--- config.mk ---
export PLATFORM = sky130hd
export DESIGN_NAME = frame_load_sequencer
export DESIGN_NICKNAME = d
export VERILOG_FILES = /design/src/rtl/frame_load_sequencer.sv
export SDC_FILE = /design/constraint.sdc
export NUM_CORES = 1
export LEC_CHECK = 0
export BUFFER_PORTS_ARGS = -buffer_cell sky130_fd_sc_hd__buf_4
export CAP_MARGIN = 10
export CORE_MARGIN = 3
export CORE_UTILIZATION = 53
export DETAILED_ROUTE_END_ITERATION = 10
export GPL_ROUTABILITY_DRIVEN = 1
export MAX_ROUTING_LAYER = met4
export PLACE_DENSITY = 0.89
export SLEW_MARGIN = 20
export SYNTH_ARGS = -nofsm -noshare
export SYNTH_HDL_FRONTEND = slang
export SYNTH_SLANG_ARGS = --single-unit
export TNS_END_PERCENT = 5
--- constraint.sdc ---
create_clock -name clk -period 1.71 [get_ports clk]
set_input_delay 0.171 -clock clk [delete_from_list [all_inputs] [get_ports clk]]
set_output_delay 0.171 -clock clk [all_outputs]
set_load 0.01 [all_outputs]
--- src/rtl/frame_load_sequencer.sv ---
// Front-end sequencer for one CNN inference: steers the single byte stream into weight RAM,
// then data RAM, then drains the pipeline while generating cnt, conv_vld and frame_done.
module frame_load_sequencer #(
    parameter int IMG_W    = 8,
    parameter int IMG_H    = 8,
    parameter int K        = 3,
    parameter int N_WEIGHT = 54,
    parameter int DRAIN    = 4,
    parameter int CNT_W    = 7
) (
    input  logic             clk,
    input  logic             rst_n,
    input  logic             start,
    input  logic             skip_w,
    input  logic             in_vld,
    input  logic [7:0]       din,
    output logic             weight_wen,
    output logic             data_wen,
    output logic [7:0]       ram_din,
    output logic [CNT_W-1:0] cnt,
    output logic             conv_vld,
    output logic             busy,
    output logic             frame_done,
    output logic             err,
    output logic [2:0]       dbg_state
);

    localparam int ROW_W  = (IMG_H > 1) ? $clog2(IMG_H) : 1;
    localparam int COL_W  = (IMG_W > 1) ? $clog2(IMG_W) : 1;
    localparam int WCNT_W = $clog2(N_WEIGHT + 1);

    localparam logic [COL_W-1:0]  COL_LAST = COL_W'(IMG_W - 1);
    localparam logic [ROW_W-1:0]  WIN_ROW  = ROW_W'(K - 1);
    localparam logic [COL_W-1:0]  WIN_COL  = COL_W'(K - 1);
    localparam logic [WCNT_W-1:0] W_LAST   = WCNT_W'(N_WEIGHT - 1);
    localparam logic [CNT_W-1:0]  D_LAST   = CNT_W'(IMG_W * IMG_H - 1);
    localparam logic [CNT_W-1:0]  END_LAST = CNT_W'(IMG_W * IMG_H + DRAIN - 1);

    typedef enum logic [2:0] {
        S_IDLE   = 3'd0,
        S_LOAD_W = 3'd1,
        S_LOAD_D = 3'd2,
        S_DRAIN  = 3'd3,
        S_DONE   = 3'd4
    } state_t;

    state_t            state, state_next;
    logic [WCNT_W-1:0] wcnt;
    logic [ROW_W-1:0]  row;
    logic [COL_W-1:0]  col;
    logic              clear_frame;
    logic              err_set;

    assign ram_din   = din;
    assign dbg_state = state;

    always_comb begin
        state_next  = state;
        clear_frame = 1'b0;
        err_set     = 1'b0;
        weight_wen  = 1'b0;
        data_wen    = 1'b0;
        case (state)
            S_IDLE: begin
                // A byte arriving alongside start is dropped; the first byte lands next cycle.
                if (start) begin
                    clear_frame = 1'b1;
                    state_next  = skip_w ? S_LOAD_D : S_LOAD_W;
                end
            end
            S_LOAD_W: begin
                weight_wen = in_vld;
                err_set    = start;
                if (in_vld && wcnt == W_LAST) state_next = S_LOAD_D;
            end
            S_LOAD_D: begin
                data_wen = in_vld;
                err_set  = start;
                if (in_vld && cnt == D_LAST) state_next = S_DRAIN;
            end
            S_DRAIN: begin
                err_set = start | in_vld;
                if (cnt == END_LAST) state_next = S_DONE;
            end
            S_DONE: begin
                err_set    = start | in_vld;
                state_next = S_IDLE;
            end
            default: state_next = S_IDLE;
        endcase
    end

    always_ff @(posedge clk or negedge rst_n) begin
        if (!rst_n) begin
            state      <= S_IDLE;
            busy       <= 1'b0;
            frame_done <= 1'b0;
            conv_vld   <= 1'b0;
            err        <= 1'b0;
            cnt        <= '0;
            wcnt       <= '0;
            row        <= '0;
            col        <= '0;
        end else begin
            state      <= state_next;
            busy       <= (state_next != S_IDLE);
            frame_done <= (state_next == S_DONE);
            conv_vld   <= data_wen && (row >= WIN_ROW) && (col >= WIN_COL);
            if (clear_frame) begin
                cnt  <= '0;
                wcnt <= '0;
                row  <= '0;
                col  <= '0;
                err  <= 1'b0;
            end else begin
                if (err_set) err <= 1'b1;
                if (weight_wen) wcnt <= wcnt + 1'b1;
                // cnt keeps counting through the drain tail so downstream stages stay in phase.
                if (data_wen || state == S_DRAIN) cnt <= cnt + 1'b1;
                if (data_wen) begin
                    if (col == COL_LAST) begin
                        col <= '0;
                        row <= row + 1'b1;
                    end else begin
                        col <= col + 1'b1;
                    end
                end
            end
        end
    end

endmodule

; After elaboration in Yosys (flattened, before gate mapping)
; Index checks and enable logic that the tools add are counted.
[totals]
regBits = 26
inputBits = 13
output_inout_bits = 24
wordCells = 63
[classes]
n_addsub = 4
order_cmp = 2
n_eq_ne = 9
n_mux = 23
bitwise = 1
reduce_logical = 15
[ops]
columns = operator, n
row1 = 3-bit 2-to-1 mux, 10
row2 = 7-bit 2-to-1 mux, 2
row3 = 6-bit 2-to-1 mux, 2
row4 = 3-bit case mux with 4 select lines, 1
row5 = 2-bit nonzero test, 5
row6 = 3-bit == test (second input constant), 3
row7 = 7-bit by 1-bit adder with 7-bit output (second input constant), 1
row8 = 7-bit by 6-bit == test with 1-bit output (second input constant), 1
row9 = 7-bit == test (second input constant), 1
row10 = 3-bit by 1-bit adder with 3-bit output (second input constant), 2
row11 = 6-bit by 1-bit adder with 6-bit output (second input constant), 1
row12 = 3-bit by 2-bit == test with 1-bit output (second input constant), 2
row13 = 6-bit == test (second input constant), 1
row14 = 3-bit by 2-bit greater-or-equal comparator with 1-bit output (second input constant), 2
row15 = 1-bit 2-to-1 mux, 6
row16 = 1-bit logical AND, 4
row17 = 2-bit OR reduction, 2
row18 = 3-bit by 1-bit == test with 1-bit output (second input constant), 1
row19 = 3-bit logical NOT, 1
row20 = 3-bit nonzero test, 1
row21 = 2-bit 2-to-1 mux, 1
row22 = 1-bit case mux with 2 select lines, 1
row23 = 2-bit AND reduction, 1
row24 = 1-bit logical OR, 1
row25 = 1-bit bitwise OR, 1

; Depth between registers and ports, before layout
[depth]
depth_word = 5
ltp_mapped = 5
depth_no_buf = 5

; Worst setup path before layout
; No wires, ideal clock.
[synth_path]
path_type = reg-to-reg
start = register cnt[0]
end = register state[0], in the netlist dbg_state[0]
setup_ns = 0.142
arrival_ns = 1.373
required_ns = 1.568
path_slack_ns = 0.195
stages_incl_launch_ff = 5
path_buffers = 0
period_less_slack_ns = 1.515
cell_sequence = dfrtp_1 ha_1 or3b_1 nor4_1 o221ai_1
[synth_between]
elab_chain_len = 4
elab_cells_between_ends = 6
classes_between = 2 x eq/ne / 3 x mux / 1 x reduce/logical
[synth_lines]
columns = element, line
row1 = "start, declared", 20  ; output logic [CNT_W-1:0] cnt,
row2 = "start signal, assigned", 119  ; if (data_wen || state == S_DRAIN) cnt <= cnt + 1'b1;
row3 = 7-bit by 6-bit == test with 1-bit output, 79  ; if (in_vld && cnt == D_LAST) state_next = S_DRAIN;
row4 = 1-bit logical AND, 79
row5 = 3-bit 2-to-1 mux, 79
row6 = 3-bit case mux with 4 select lines (*), 63  ; case (state)
row7 = named net state_next[0], 47  ; state_t state, state_next;
row8 = "end signal, assigned", 105  ; state <= state_next;
row9 = "end, declared", 47
; The timed path passes the listed nets; every way through them passes the cells marked *.
; A chain may end at the register's enable or synchronous reset.

; Final worst setup path
[layout_path]
start = register state[1], in the netlist dbg_state[1]
end = register cnt[5]
[layout_between]
elab_chain_len = 4
elab_cells_between_ends = 8
classes_between = 2 x eq/ne / 3 x mux / 3 x reduce/logical
[layout_lines]
columns = element, line
row1 = 3-bit by 2-bit == test with 1-bit output, 63
row2 = 1-bit 2-to-1 mux, 63
row3 = 1-bit logical OR, 119
row4 = 2-bit nonzero test (no source line), n/a
; Several ways; a longest one is shown, not always the timed one.

==> summary by stage <==
Routing
After detailed routing, the number of remaining DRC violations is 0. The remaining antenna violation count is 0. The first detailed-routing pass took 4 iterations.

After detailed routing, the average wire length per cell comes to 15.6 um. The DRC marker count from the first detailed-route iteration is 40. Wires add up to 3240 um.

Summing over every cut layer, the via total after detailed routing is around 1200. The average vias per placed instance is between 5 and 6.

Global route
The number of global-route vias before repair is about 1200. For this run the aggregate overflow at the end of global routing stands at 0. The number of antenna violations at the first check in global routing is 0. Entering global routing, the biggest net connects 27 pins. The combined global-route utilization of all metal layers is between 20% and 30%.

The first global-routing pass estimated roughly 5500 um of wire.

Final layout
Of the cells placed in the final design, the portion with a size suffix greater than 1 is about a quarter. The filler cell count in the final layout is around 220. Summing all non-filler instances in the final layout gives an area of 1780 um^2. The diode insertion count for antenna repair is 0.

The area added between synthesis and finish is 14.5%. The final layout contains just under 200 nets.

CTS
CTS built an H-tree with a depth of 1. TritonCTS built the clock tree. The total clock sinks is 26. The buffer cell driving the clock tree root is clkbuf_4. The source-to-sink clock delay at the later pin of the worst-skew pair is 330 ps. Buffers inserted during clock tree synthesis total 3.

In this run the deepest clock path goes through 2 buffers. The clock slew at the register clock pins of the worst setup and hold paths is between 100 and 150 ps.

Run status
The flow ran to the end, and the final reports show no timing, DRC or antenna violations.

Power
The clock network burns 12.6% of the power. The net switching power is about 990 uW. Per report_power, the combinational group accounts for 46.4% of the total. Across the VDD grid, the largest voltage drop is between 1000 and 1500 uV. The internal portion of the total power is between 1 and 1.5 mW. In this run, flip-flops and latches consume 41.0% of the power. In this run switching power makes up between 30 and 40% of total power. The total power of the final layout is 2.48 mW. For this design the static power due to leakage is 0.785 nW. The total power per unit cell area is around 1400 nW/um^2.

Timing
The clock skew after layout is ~2.8 ps. The worst hold slack across all endpoints is 99.9 ps. Measured against its own limit, the worst slew margin works out to 74.6%. The final clock period utilization by the worst path is between 90 and 100%.

The worst path needs roughly 1600 ps of the cycle, external delays included. The worst path meets setup with about 95 ps of slack. Setup violations remaining at the end of the flow were counted as 0. The number of hold-slack violations in the final timing report came to 0. The number of slew-limit violations in the final report came to 0. Setup repair after global routing left no endpoint under its margin. Derived from the worst setup path, the maximum achievable clock frequency is 0.619 GHz. The final sum of negative setup slack is 0 ps. At the pin with the least slew margin, the transition time is ~380 ps.

Yosys
The post-synthesis cell count is about 160. The largest total area in the synthesized netlist belongs to dfrtp_1. After synthesis, the most frequently instantiated cells are dfrtp_1, nand2_1, a21oi_1.

The most frequent cell after synthesis is dfrtp_1. During synthesis, Yosys emitted a total of 0 warnings. Summing every instance area after synthesis gives 1550 um^2. Sorting the synthesized cells by area gives the leading types as dfrtp_1, ha_1, mux2i_1.

The per-instance average area after synthesis is approximately 10 um^2. The leading register cell type out of synthesis is dfrtp_1. The sequential cell area fraction in the yosys report is 41.9%. The number of nets in the synthesized netlist is around 180. The portion of synthesized cell area occupied by the leading cell type is 41.9%. In this run, synthesis inferred 0 flip-flops with an integrated enable. The distinct cell type count after synthesis is 43. The fraction of registers with async set or reset after synthesis is between 90% and 100%. The number of storage elements in the synthesis netlist is 26.

Setup path
The worst setup path is launched from a register. The startpoint of the lowest-slack register-to-register path is dbg_state[1]. At the worst endpoint, the arrival time is about 1900 ps. The endpoint class of the critical path is a register.

The worst setup path is of the reg2reg kind. The required time reported for the critical path endpoint is between 1500 and 2000 ps. Of all nets on the critical path, the largest fanout is 12. The source of the critical timing path is dbg_state[1].

Floorplan
The floorplan die area is about 3600 um^2. In this run the vertical extent of the chip is about 60 um. The row count is 19. The starting density of the core is a little under three fifths. From left edge to right edge, the die measures approximately 60 um. The area inside the core boundary is between 2000 and 3000 um^2.

The I/O pin total is 37.

Hold path
The startpoint identified for the worst hold timing path is skip_w. The worst hold path class is in2reg.

Placement
The HPWL after detailed placement is between 2000 and 2500 um. The final weighted congestion in routability-driven placement is 0.933. The worst setup slack after placement is roughly 78 ps. During placement, the flow inserted port buffers numbering 20. The placed instances occupy a cell area of 1710 um^2.

Run
The reported max-cap violation count is 0.
## final timing paths
path	to	slack, ps	depth (start not counted)
worst max register to register	cnt[5]	90	3
max in group asynchronous	cnt[1]	1170	2
worst max-delay path	cnt[5]	90	3
worst min register to register	row[2]	490	1
worst min-delay path	dbg_state[0]	100	2
min in group asynchronous	cnt[3]	260	2
## cell families (layout without fill, tap and decap cells)
group / after synthesis / count (layout) / synth area share [%]
simple gates: 61 / 61 / 24.7
fa+ha+maj: 8 / 8 / 6.45
mux: 6 / 6 / 3.87
compound gates: 31 / 31 / 14.3
xor+xnor: 1 / 1 / 0.564
buf+inv: 22 / 44 / 8.14
flops: 26 / 26 / 41.9
## registers in the layout, summed over array words and instances (netlist names)
register and count:
dbg_state 3, row 3, frame_done 1, conv_vld 1
cnt 7, wcnt 6, err 1, col 3
busy 1
## power groups by stage
stage / combinational (mW) / clock (mW) / sequential [mW]
floorplan: 0.694 / 0 / 1.02
global placement: 1.03 / 0 / 1.01
detailed placement: 1.09 / 0 / 1.03
CTS: 1.10 / 0.324 / 1.02
global route: 1.29 / 0.354 / 1.05
finish: 1.15 / 0.312 / 1.02
## placed cells by master, fill, tap and decap left out, types with 2 or more instances in the layout
cell type	instances
inv_1	6
o21ai_0	4
or3_1	3
or3b_1	2
nand3_1	8
inv_2	2
a21o_1	2
nor4_1	4
buf_4	31
nand2b_1	7
nor2_1	3
o31ai_1	2
o21ai_1	2
nand2_1	14
dfrtp_1	23
a211oi_1	4
nor3_1	5
o221ai_1	2
clkbuf_4	3
a21oi_1	9
ha_1	8
mux2i_1	6
or4b_1	2
nor2b_1	2
dfrtp_2	3
## critical path, stage by stage, from the launching register on
cell       delay [ps]
dfrtp_2           510
or3b_1            490
a2111oi_4         340
mux2i_1           210
## metal layers
metal  vias to the layer above  part of all wire (%)  track usage (%)
li1                        599                     -                -
met1                       609                    45             26.6
met2                        31                    47             31.0
met3                         8                   5.3             3.89
met4                         0                   2.7             13.0
met5                         -                     0                -
## final cells by class
type | count | area, um^2 | share of cell area (%)
multi-input cells | 107 | 776 | 43.6
flip-flops and latches | 26 | 654 | 36.8
repair buffers | 32 | 243 | 13.7
well taps | 31 | 38.8 | 2.18
clock buffers | 4 | 36.3 | 2.04
inverters | 8 | 30.0 | 1.69
## metrics by stage
| stage | utilization, % | std cells |
|---|---|---|
| after floorplan | - | 155 |
| after global placement | 61.6 | 201 |
| after global routing | 63.9 | 208 |
| after CTS | 63.3 | 206 |
| after detailed placement | 61.6 | 201 |
| final | 63.9 | 208 |
## what timing repair did
| action | 4_1_cts | 5_1_grt |
|---|---|---|
| gates cloned | 0 | 0 |
| hold endpoints to repair | 26 | 0 |
| gates resized for setup | 1 | 2 |
| endpoints found under the setup margin | 1 | 4 |
| setup buffers | 0 | 2 |
| hold buffers | 1 | 0 |
Power figures use the tool's default switching activity.
